==> config.mk <==
export PLATFORM = sky130hd
export DESIGN_NAME = hsv_convert_ctrl
export DESIGN_NICKNAME = d
export VERILOG_FILES = /design/src/rtl/hsv_pkg.sv /design/src/rtl/hsv_seq_divider.sv /design/src/rtl/hsv_convert_ctrl.sv
export SDC_FILE = /design/constraint.sdc
export NUM_CORES = 1
export LEC_CHECK = 0
export ABC_AREA = 0
export BUFFER_PORTS_ARGS = -buffer_cell sky130_fd_sc_hd__buf_2
export CAP_MARGIN = 20
export CORE_MARGIN = 10
export CORE_UTILIZATION = 43
export DETAILED_ROUTE_END_ITERATION = 10
export MAX_ROUTING_LAYER = met4
export PLACE_DENSITY = 0.63
export SETUP_SLACK_MARGIN = 0.4
export SLEW_MARGIN = 10
export SYNTH_ARGS = -nofsm -noshare
export SYNTH_HDL_FRONTEND = slang
export SYNTH_SLANG_ARGS = --single-unit
==> constraint.sdc <==
create_clock -name clk -period 5.4 [get_ports clk]
set_input_delay 0 -clock clk [delete_from_list [all_inputs] [get_ports clk]]
set_output_delay 0 -clock clk [all_outputs]
set_load 0.1 [all_outputs]
==> src/rtl/hsv_pkg.sv <==
// Purpose: shared types, widths and constants for the RGB565-to-HSV converter.
// Latency: n/a (definitions only).
// Backpressure: n/a.
package hsv_pkg;

  localparam int DIV_W = 13;  // dividend/quotient width, covers 63*100 = 6300
  localparam int CH_W  = 6;   // scaled channel width
  localparam int H_W   = 9;   // hue output width
  localparam int P_W   = 7;   // saturation/value output width

  localparam logic [DIV_W-1:0] K60  = 13'd60;
  localparam logic [DIV_W-1:0] K100 = 13'd100;
  localparam logic [CH_W-1:0]  K63  = 6'd63;
  localparam logic [DIV_W-1:0] K120 = 13'd120;
  localparam logic [DIV_W-1:0] K240 = 13'd240;
  localparam logic [DIV_W-1:0] K360 = 13'd360;

  typedef enum logic [2:0] {
    IDLE, PREP, DIV_V, DIV_S, DIV_H, FIN, DONE
  } state_t;

  // Which channel holds the maximum; ties resolve R, then G, then B.
  typedef enum logic [1:0] {
    SEL_R, SEL_G, SEL_B
  } sel_t;

  // Percentage quotients never exceed 100; the clamp only narrows the width.
  function automatic logic [P_W-1:0] sat_pct(input logic [DIV_W-1:0] q);
    return (q > K100) ? P_W'(100) : q[P_W-1:0];
  endfunction

  // Hue sector offset and sign. neg means the difference term was negative.
  // Near-red pixels with a tiny negative difference yield 360 - 0 = 360.
  function automatic logic [H_W-1:0] hue_deg(input sel_t sel, input logic neg,
                                             input logic [DIV_W-1:0] q);
    logic [DIV_W-1:0] base;
    logic [DIV_W-1:0] h;
    case (sel)
      SEL_G:   base = K120;
      SEL_B:   base = K240;
      default: base = neg ? K360 : '0;
    endcase
    h = neg ? (base - q) : (base + q);
    return (h > K360) ? H_W'(360) : h[H_W-1:0];
  endfunction

endpackage

==> src/rtl/hsv_seq_divider.sv <==
// Purpose: restoring unsigned divider, 13-bit dividend by 6-bit divisor, one quotient bit per cycle.
// Latency: start cycle loads, 13 iteration edges follow; done_o flags the cycle of the last iteration edge.
// Backpressure: none; start_i restarts unconditionally, quotient holds until the next start.
// Ports: clk/reset, start_i, dividend_i, divisor_i, done_o, quotient_o.
module hsv_seq_divider
  import hsv_pkg::*;
(
  input  logic             clk,
  input  logic             reset,
  input  logic             start_i,
  input  logic [DIV_W-1:0] dividend_i,
  input  logic [CH_W-1:0]  divisor_i,
  output logic             done_o,
  output logic [DIV_W-1:0] quotient_o
);

  // acc holds the dividend shifting out of the top and the quotient shifting in at the bottom.
  logic [DIV_W-1:0] acc_q, acc_d;
  logic [CH_W-1:0]  rem_q, rem_d;
  logic [CH_W-1:0]  dsr_q, dsr_d;
  logic [3:0]       iter_q, iter_d;
  logic             zero_q, zero_d;
  logic [CH_W:0]    trial;

  always_comb begin
    acc_d  = acc_q;
    rem_d  = rem_q;
    dsr_d  = dsr_q;
    iter_d = iter_q;
    zero_d = zero_q;
    trial  = {rem_q, acc_q[DIV_W-1]};
    if (start_i) begin
      acc_d  = dividend_i;
      rem_d  = '0;
      zero_d = (divisor_i == '0);
      // Divide by 1 instead of 0 so the schedule is unchanged; result is masked below.
      dsr_d  = zero_d ? CH_W'(1) : divisor_i;
      iter_d = 4'(DIV_W);
    end else if (iter_q != '0) begin
      iter_d = iter_q - 4'd1;
      if (trial >= {1'b0, dsr_q}) begin
        rem_d = CH_W'(trial - {1'b0, dsr_q});
        acc_d = {acc_q[DIV_W-2:0], 1'b1};
      end else begin
        rem_d = trial[CH_W-1:0];
        acc_d = {acc_q[DIV_W-2:0], 1'b0};
      end
    end
  end

  always_ff @(posedge clk or posedge reset) begin
    if (reset) begin
      acc_q  <= '0;
      rem_q  <= '0;
      dsr_q  <= '0;
      iter_q <= '0;
      zero_q <= 1'b0;
    end else begin
      acc_q  <= acc_d;
      rem_q  <= rem_d;
      dsr_q  <= dsr_d;
      iter_q <= iter_d;
      zero_q <= zero_d;
    end
  end

  assign done_o     = (iter_q == 4'd1) && !start_i;
  assign quotient_o = zero_q ? '0 : acc_q;

endmodule

==> src/rtl/hsv_convert_ctrl.sv <==
// Purpose: RGB565-to-HSV converter sequencing one shared divider through V, S and H quotients.
// Latency: accept at edge E0, out_valid high after E44; one pixel in flight, 46-cycle throughput.
// Backpressure: in_ready only in IDLE; result held stable in DONE until out_ready.
// Ports: clk/reset, in_valid/in_ready/in_rgb, out_valid/out_ready, h_out/s_out/v_out, busy.
module hsv_convert_ctrl
  import hsv_pkg::*;
(
  input  logic           clk,
  input  logic           reset,
  input  logic           in_valid,
  output logic           in_ready,
  input  logic [15:0]    in_rgb,
  output logic           out_valid,
  input  logic           out_ready,
  output logic [H_W-1:0] h_out,
  output logic [P_W-1:0] s_out,
  output logic [P_W-1:0] v_out,
  output logic           busy
);

  state_t state_q, state_d;
  logic   ld_q, ld_d;  // first cycle of a DIV_* state: load the divider

  logic [CH_W-1:0]  r6_q, g6_q, b6_q, max_q, delta_q;
  logic [CH_W-1:0]  r6_d, g6_d, b6_d, max_d, delta_d, min_c;
  sel_t             sel_q, sel_d;
  logic [DIV_W-1:0] dvd_v_q, dvd_s_q, dvd_h_q, dvd_v_d, dvd_s_d, dvd_h_d;
  logic             neg_q, neg_d;
  logic [P_W-1:0]   v_q, s_q, v_d, s_d, v_out_q, s_out_q, v_out_d, s_out_d;
  logic [H_W-1:0]   h_out_q, h_out_d;
  logic [CH_W-1:0]  diff_c;

  logic             div_done;
  logic [DIV_W-1:0] div_dvd, div_quot;
  logic [CH_W-1:0]  div_dsr;

  always_comb begin
    state_d = state_q;
    case (state_q)
      IDLE:    if (in_valid) state_d = PREP;
      PREP:    state_d = DIV_V;
      DIV_V:   if (div_done) state_d = DIV_S;
      DIV_S:   if (div_done) state_d = DIV_H;
      DIV_H:   if (div_done) state_d = FIN;
      FIN:     state_d = DONE;
      DONE:    if (out_ready) state_d = IDLE;
      default: state_d = IDLE;
    endcase
    ld_d = (state_d != state_q) &&
           ((state_d == DIV_V) || (state_d == DIV_S) || (state_d == DIV_H));
  end

  always_comb begin
    r6_d = r6_q;  g6_d = g6_q;  b6_d = b6_q;
    max_d = max_q;  delta_d = delta_q;  sel_d = sel_q;
    dvd_v_d = dvd_v_q;  dvd_s_d = dvd_s_q;  dvd_h_d = dvd_h_q;  neg_d = neg_q;
    v_d = v_q;  s_d = s_q;
    h_out_d = h_out_q;  s_out_d = s_out_q;  v_out_d = v_out_q;
    min_c = '0;
    diff_c = '0;
    case (state_q)
      IDLE: begin
        r6_d = {in_rgb[15:11], 1'b0};
        g6_d = in_rgb[10:5];
        b6_d = {in_rgb[4:0], 1'b0};
        if (r6_d >= g6_d && r6_d >= b6_d) begin
          sel_d = SEL_R;  max_d = r6_d;
        end else if (g6_d >= b6_d) begin
          sel_d = SEL_G;  max_d = g6_d;
        end else begin
          sel_d = SEL_B;  max_d = b6_d;
        end
        min_c = (r6_d <= g6_d) ? r6_d : g6_d;
        if (b6_d < min_c) min_c = b6_d;
        delta_d = max_d - min_c;
      end
      PREP: begin
        case (sel_q)
          SEL_G: begin neg_d = b6_q < r6_q; diff_c = neg_d ? r6_q - b6_q : b6_q - r6_q; end
          SEL_B: begin neg_d = r6_q < g6_q; diff_c = neg_d ? g6_q - r6_q : r6_q - g6_q; end
          default: begin neg_d = g6_q < b6_q; diff_c = neg_d ? b6_q - g6_q : g6_q - b6_q; end
        endcase
        dvd_v_d = DIV_W'(max_q) * K100;
        dvd_s_d = DIV_W'(delta_q) * K100;
        dvd_h_d = DIV_W'(diff_c) * K60;
      end
      // The previous quotient is still in the divider during the load cycle.
      DIV_S: if (ld_q) v_d = sat_pct(div_quot);
      DIV_H: if (ld_q) s_d = sat_pct(div_quot);
      FIN: begin
        h_out_d = (delta_q == '0) ? '0 : hue_deg(sel_q, neg_q, div_quot);
        s_out_d = s_q;
        v_out_d = v_q;
      end
      default: ;
    endcase
  end

  always_comb begin
    div_dvd = dvd_v_q;
    div_dsr = K63;
    case (state_q)
      DIV_S:   begin div_dvd = dvd_s_q; div_dsr = max_q;   end
      DIV_H:   begin div_dvd = dvd_h_q; div_dsr = delta_q; end
      default: ;
    endcase
  end

  hsv_seq_divider u_div (
    .clk        (clk),
    .reset      (reset),
    .start_i    (ld_q),
    .dividend_i (div_dvd),
    .divisor_i  (div_dsr),
    .done_o     (div_done),
    .quotient_o (div_quot)
  );

  always_ff @(posedge clk or posedge reset) begin
    if (reset) begin
      state_q <= IDLE;  ld_q <= 1'b0;
      r6_q <= '0;  g6_q <= '0;  b6_q <= '0;
      max_q <= '0;  delta_q <= '0;  sel_q <= SEL_R;
      dvd_v_q <= '0;  dvd_s_q <= '0;  dvd_h_q <= '0;  neg_q <= 1'b0;
      v_q <= '0;  s_q <= '0;
      h_out_q <= '0;  s_out_q <= '0;  v_out_q <= '0;
    end else begin
      state_q <= state_d;  ld_q <= ld_d;
      r6_q <= r6_d;  g6_q <= g6_d;  b6_q <= b6_d;
      max_q <= max_d;  delta_q <= delta_d;  sel_q <= sel_d;
      dvd_v_q <= dvd_v_d;  dvd_s_q <= dvd_s_d;  dvd_h_q <= dvd_h_d;  neg_q <= neg_d;
      v_q <= v_d;  s_q <= s_d;
      h_out_q <= h_out_d;  s_out_q <= s_out_d;  v_out_q <= v_out_d;
    end
  end

  assign in_ready  = (state_q == IDLE);
  assign out_valid = (state_q == DONE);
  assign busy      = (state_q != IDLE);
  assign h_out     = h_out_q;
  assign s_out     = s_out_q;
  assign v_out     = v_out_q;

endmodule

==> impl_metrics.tcl <==
set metrics [dict create \
    dp.final_hpwl_um 17800 \
    hp-class "in2async" \
    worstRegToRegCells 20 \
    clock_path_buffers 2 \
    synth_nets 1274 \
    drt-pass1-iter-count 5 \
    grt_start_max_net_pins 84 \
    count_of_clock_tree_sinks 134 \
    synth-main-ff-cell "sky130_fd_sc_hd__dfrtp_1" \
    worst_setup_path_end_kind "register" \
    run_status "completed" \
    synth.area.mux_share_pct 5.90 \
    ioPinCount 46 \
    number_of_distinct_library_cells_after_synthesis 67 \
    final_net_count 1328 \
    worstSetupStartpointType "register" \
    post_route_cells_drive_above_1_share_pct 14.8 \
    detail_route.drc_violations 0 \
    main_combinational_cell_family_by_area_after_synthesis "adder cells" \
    dp.cells 1425 \
    final-max-slew-violation-count 0 \
    clk_latency_ps 430 \
    max_cap_violations 0 \
    required_arrival_time_at_the_worst_endpoint_ps 5690 \
    worstPathArrival_ps 5000 \
    ys_seq_area_share_pct 32.9 \
    vias_in_the_first_global_route 8015 \
    synth_largest_area_cell "sky130_fd_sc_hd__dfrtp_1" \
    tightest_slew_ps 932 \
    detailedRoute.firstIterationViolations 563 \
    num_rows 56 \
    die_width_um 174 \
    timing.setup.tns_ps 0 \
    die-height_um 174 \
    final_cell_count_no_fill 1488 \
    synth_most_common_cell "sky130_fd_sc_hd__nand2_1" \
    ctsRootBufferMaster "sky130_fd_sc_hd__clkbuf_16" \
    minimum_clock_period_ps 4710 \
    tritoncts "yes" \
    fp.dieArea_mm2 0.0303 \
    core_area_mm2 0.0234 \
    io_buffer_count 45 \
    timing_hold_violations_final 0 \
    synth.area.top_cells "sky130_fd_sc_hd__dfrtp_1 (33%), sky130_fd_sc_hd__ha_1 (16%), sky130_fd_sc_hd__nand2_1 (5.1%)" \
    ys_top_cells_by_count "sky130_fd_sc_hd__nand2_1 (138), sky130_fd_sc_hd__dfrtp_1 (134), sky130_fd_sc_hd__ha_1 (133)" \
    routed_wire_length_per_instance_um 16.2 \
    simple_gate_area_share_of_the_yosys_netlist_pct 12.4 \
    overflow 0 \
    global_route.usage.total_pct 16.4 \
    synth_largest_type_area_fraction_pct 32.9 \
    syn-mean-instance-area_um2 9.26 \
    synth_compound_gate_area_share_pct 19.4 \
    start_util_pct 43.6 \
    syn_inst 1102 \
    synth_xor_xnor_area_share_pct 4.46 \
    areaGrowthSynthToFinish_pct 14.4 \
    post-route-period-util_pct 87.3 \
    wirelength_um 24100 \
    n_antenna_cell 0 \
    report.final.setup_viol 0 \
    synth_enable_flop_cells 0 \
    global_route_wire_length_before_repair_um 40400 \
    vias 8096 \
    critical_path_peak_fanout 4 \
    max-slew-margin-rel_pct 37.8 \
    clkTransAtPathRegs_ps 70 \
    synthArstFlopShare_pct 100 \
    ys_ff_latch 134 \
    finClkSkew_ps 11.6 \
    critPathKind "reg2reg" \
    max_clock_freq_mhz 212 \
    h_tree_lvl_count 4 \
    combined_area_of_all_synthesized_cells_mm2 0.0102 \
    antenna_left 0 \
    yosysWarnings 0 \
    synth-adder-area-share_pct 20.0 \
    routabilityCongestion 0.907 \
    rsz_0062_raised_after_global_routing "true" \
    inserted_clock_buffers 17 \
    antenna_found_initial 0 \
    per_cell_via_count_in_the_routed_design 5.44 \
]
## final timing paths
path                                               from                 endpoint  slack (ps)
worst max-delay path                r6_q[1]$_DFFE_PP0P_  dvd_h_q[11]$_DFFE_PP0P_         690
worst min-delay path                              reset     v_out[6]$_DFFE_PP0P_         260
worst max register to register      r6_q[1]$_DFFE_PP0P_  dvd_h_q[11]$_DFFE_PP0P_         690
worst min register to register  dvd_s_q[11]$_DFFE_PP0P_  dvd_s_q[11]$_DFFE_PP0P_         480
max in group asynchronous                         reset      b6_q[2]$_DFFE_PP0P_        3920
min in group clk                              in_rgb[6]      g6_q[1]$_DFFE_PP0P_         370
## state kept, by name (all words and copies together) (netlist names), 7 cells and up
name         flops
dvd_h_q         10
dvd_s_q         11
dvd_v_q         11
h_out            9
s_out            7
s_q              7
u_div.acc_q     13
v_out            7
v_q              7
## kinds of logic after synthesis
| logic type | Yosys count |
|---|---|
| AO/OA/AOI/OAI | 306 |
| XOR/XNOR | 52 |
| adder cells (fa/ha/maj) | 152 |
| buffers and inverters | 131 |
| flip-flops | 134 |
| multiplexers | 56 |
| AND/OR/NAND/NOR | 271 |
## final cells by class
cell class                 count  area [um^2]
clock buffer                  18          429
timing repair buffer          84          586
inverter                      82          313
sequential                   134         3360
tap                          319          399
multi-input combinational    837         6480
fill                        2206        11700
clock inverter                14          115
## layer usage
metal	part of all wire [%]	wire length [um]	global-route usage, %
met5	0	0	-
met4	1.1	273	3.95
met3	3.3	802	3.08
met2	47	11400	26.3
met1	48	11600	21.0
## metrics by stage
step                utilization, %  hold slack (ps)  setup slack [ps]  area (um^2)
finish                        49.9              260               688        11700
global route                  49.9              354               364        11700
CTS                           49.0              300               405        11500
detailed placement            45.7              206               276        10700
global placement              45.7              204               323        10700
floorplan                        -              117               546        10200
## cells in the final DEF (no fill, tap or decap), types with 9 or more instances in the layout
cell type and count:
sky130_fd_sc_hd__nor2_1 50, sky130_fd_sc_hd__o21ai_1 9, sky130_fd_sc_hd__a31oi_1 22, sky130_fd_sc_hd__dlygate4sd3_1 19
sky130_fd_sc_hd__nand2_1 138, sky130_fd_sc_hd__mux2_2 33, sky130_fd_sc_hd__clkbuf_16 17, sky130_fd_sc_hd__a211oi_1 18
sky130_fd_sc_hd__buf_4 19, sky130_fd_sc_hd__dfrtp_1 132, sky130_fd_sc_hd__fa_1 18, sky130_fd_sc_hd__ha_1 128
sky130_fd_sc_hd__a21oi_1 55, sky130_fd_sc_hd__nand4_1 9, sky130_fd_sc_hd__a22o_1 14, sky130_fd_sc_hd__xor2_1 19
sky130_fd_sc_hd__nand2b_1 12, sky130_fd_sc_hd__nor3_1 9, sky130_fd_sc_hd__nor2b_1 11, sky130_fd_sc_hd__xnor2_1 33
sky130_fd_sc_hd__inv_1 74, sky130_fd_sc_hd__mux2i_1 21, sky130_fd_sc_hd__a21o_1 19, sky130_fd_sc_hd__buf_2 45
sky130_fd_sc_hd__o21ai_0 90
## critical path, stage by stage (launching register included)
cell                       delay, ps
sky130_fd_sc_hd__dfrtp_1         400
sky130_fd_sc_hd__inv_2            80
sky130_fd_sc_hd__fa_2            360
sky130_fd_sc_hd__nor2b_1         130
sky130_fd_sc_hd__o21a_1          200
sky130_fd_sc_hd__o21ai_1         150
sky130_fd_sc_hd__a221oi_2        310
sky130_fd_sc_hd__nor2_1           90
sky130_fd_sc_hd__xnor2_1         140
sky130_fd_sc_hd__a221oi_2        330
sky130_fd_sc_hd__a21oi_1         120
sky130_fd_sc_hd__fa_1            530
sky130_fd_sc_hd__fa_1            600
sky130_fd_sc_hd__ha_4            240
sky130_fd_sc_hd__a21oi_2         170
sky130_fd_sc_hd__o21bai_1        110
sky130_fd_sc_hd__a21oi_2         170
sky130_fd_sc_hd__o21bai_1         90
sky130_fd_sc_hd__a21oi_1         150
sky130_fd_sc_hd__xor2_1          150
sky130_fd_sc_hd__o21ai_1          70
## repair_timing
| item | 4_1_cts | 5_1_grt |
|---|---|---|
| gates resized for setup | 5 | 29 |
| hold buffers | 19 | 0 |
| buffers inserted | 0 | 11 |
| endpoints found under the hold margin | 102 | 0 |
| pin swaps | 1 | 18 |
| endpoints found under the setup margin | 2 | 5 |
Power is not shown: default switching activity piles up to over one toggle a cycle in this logic, so the estimate is an artifact.
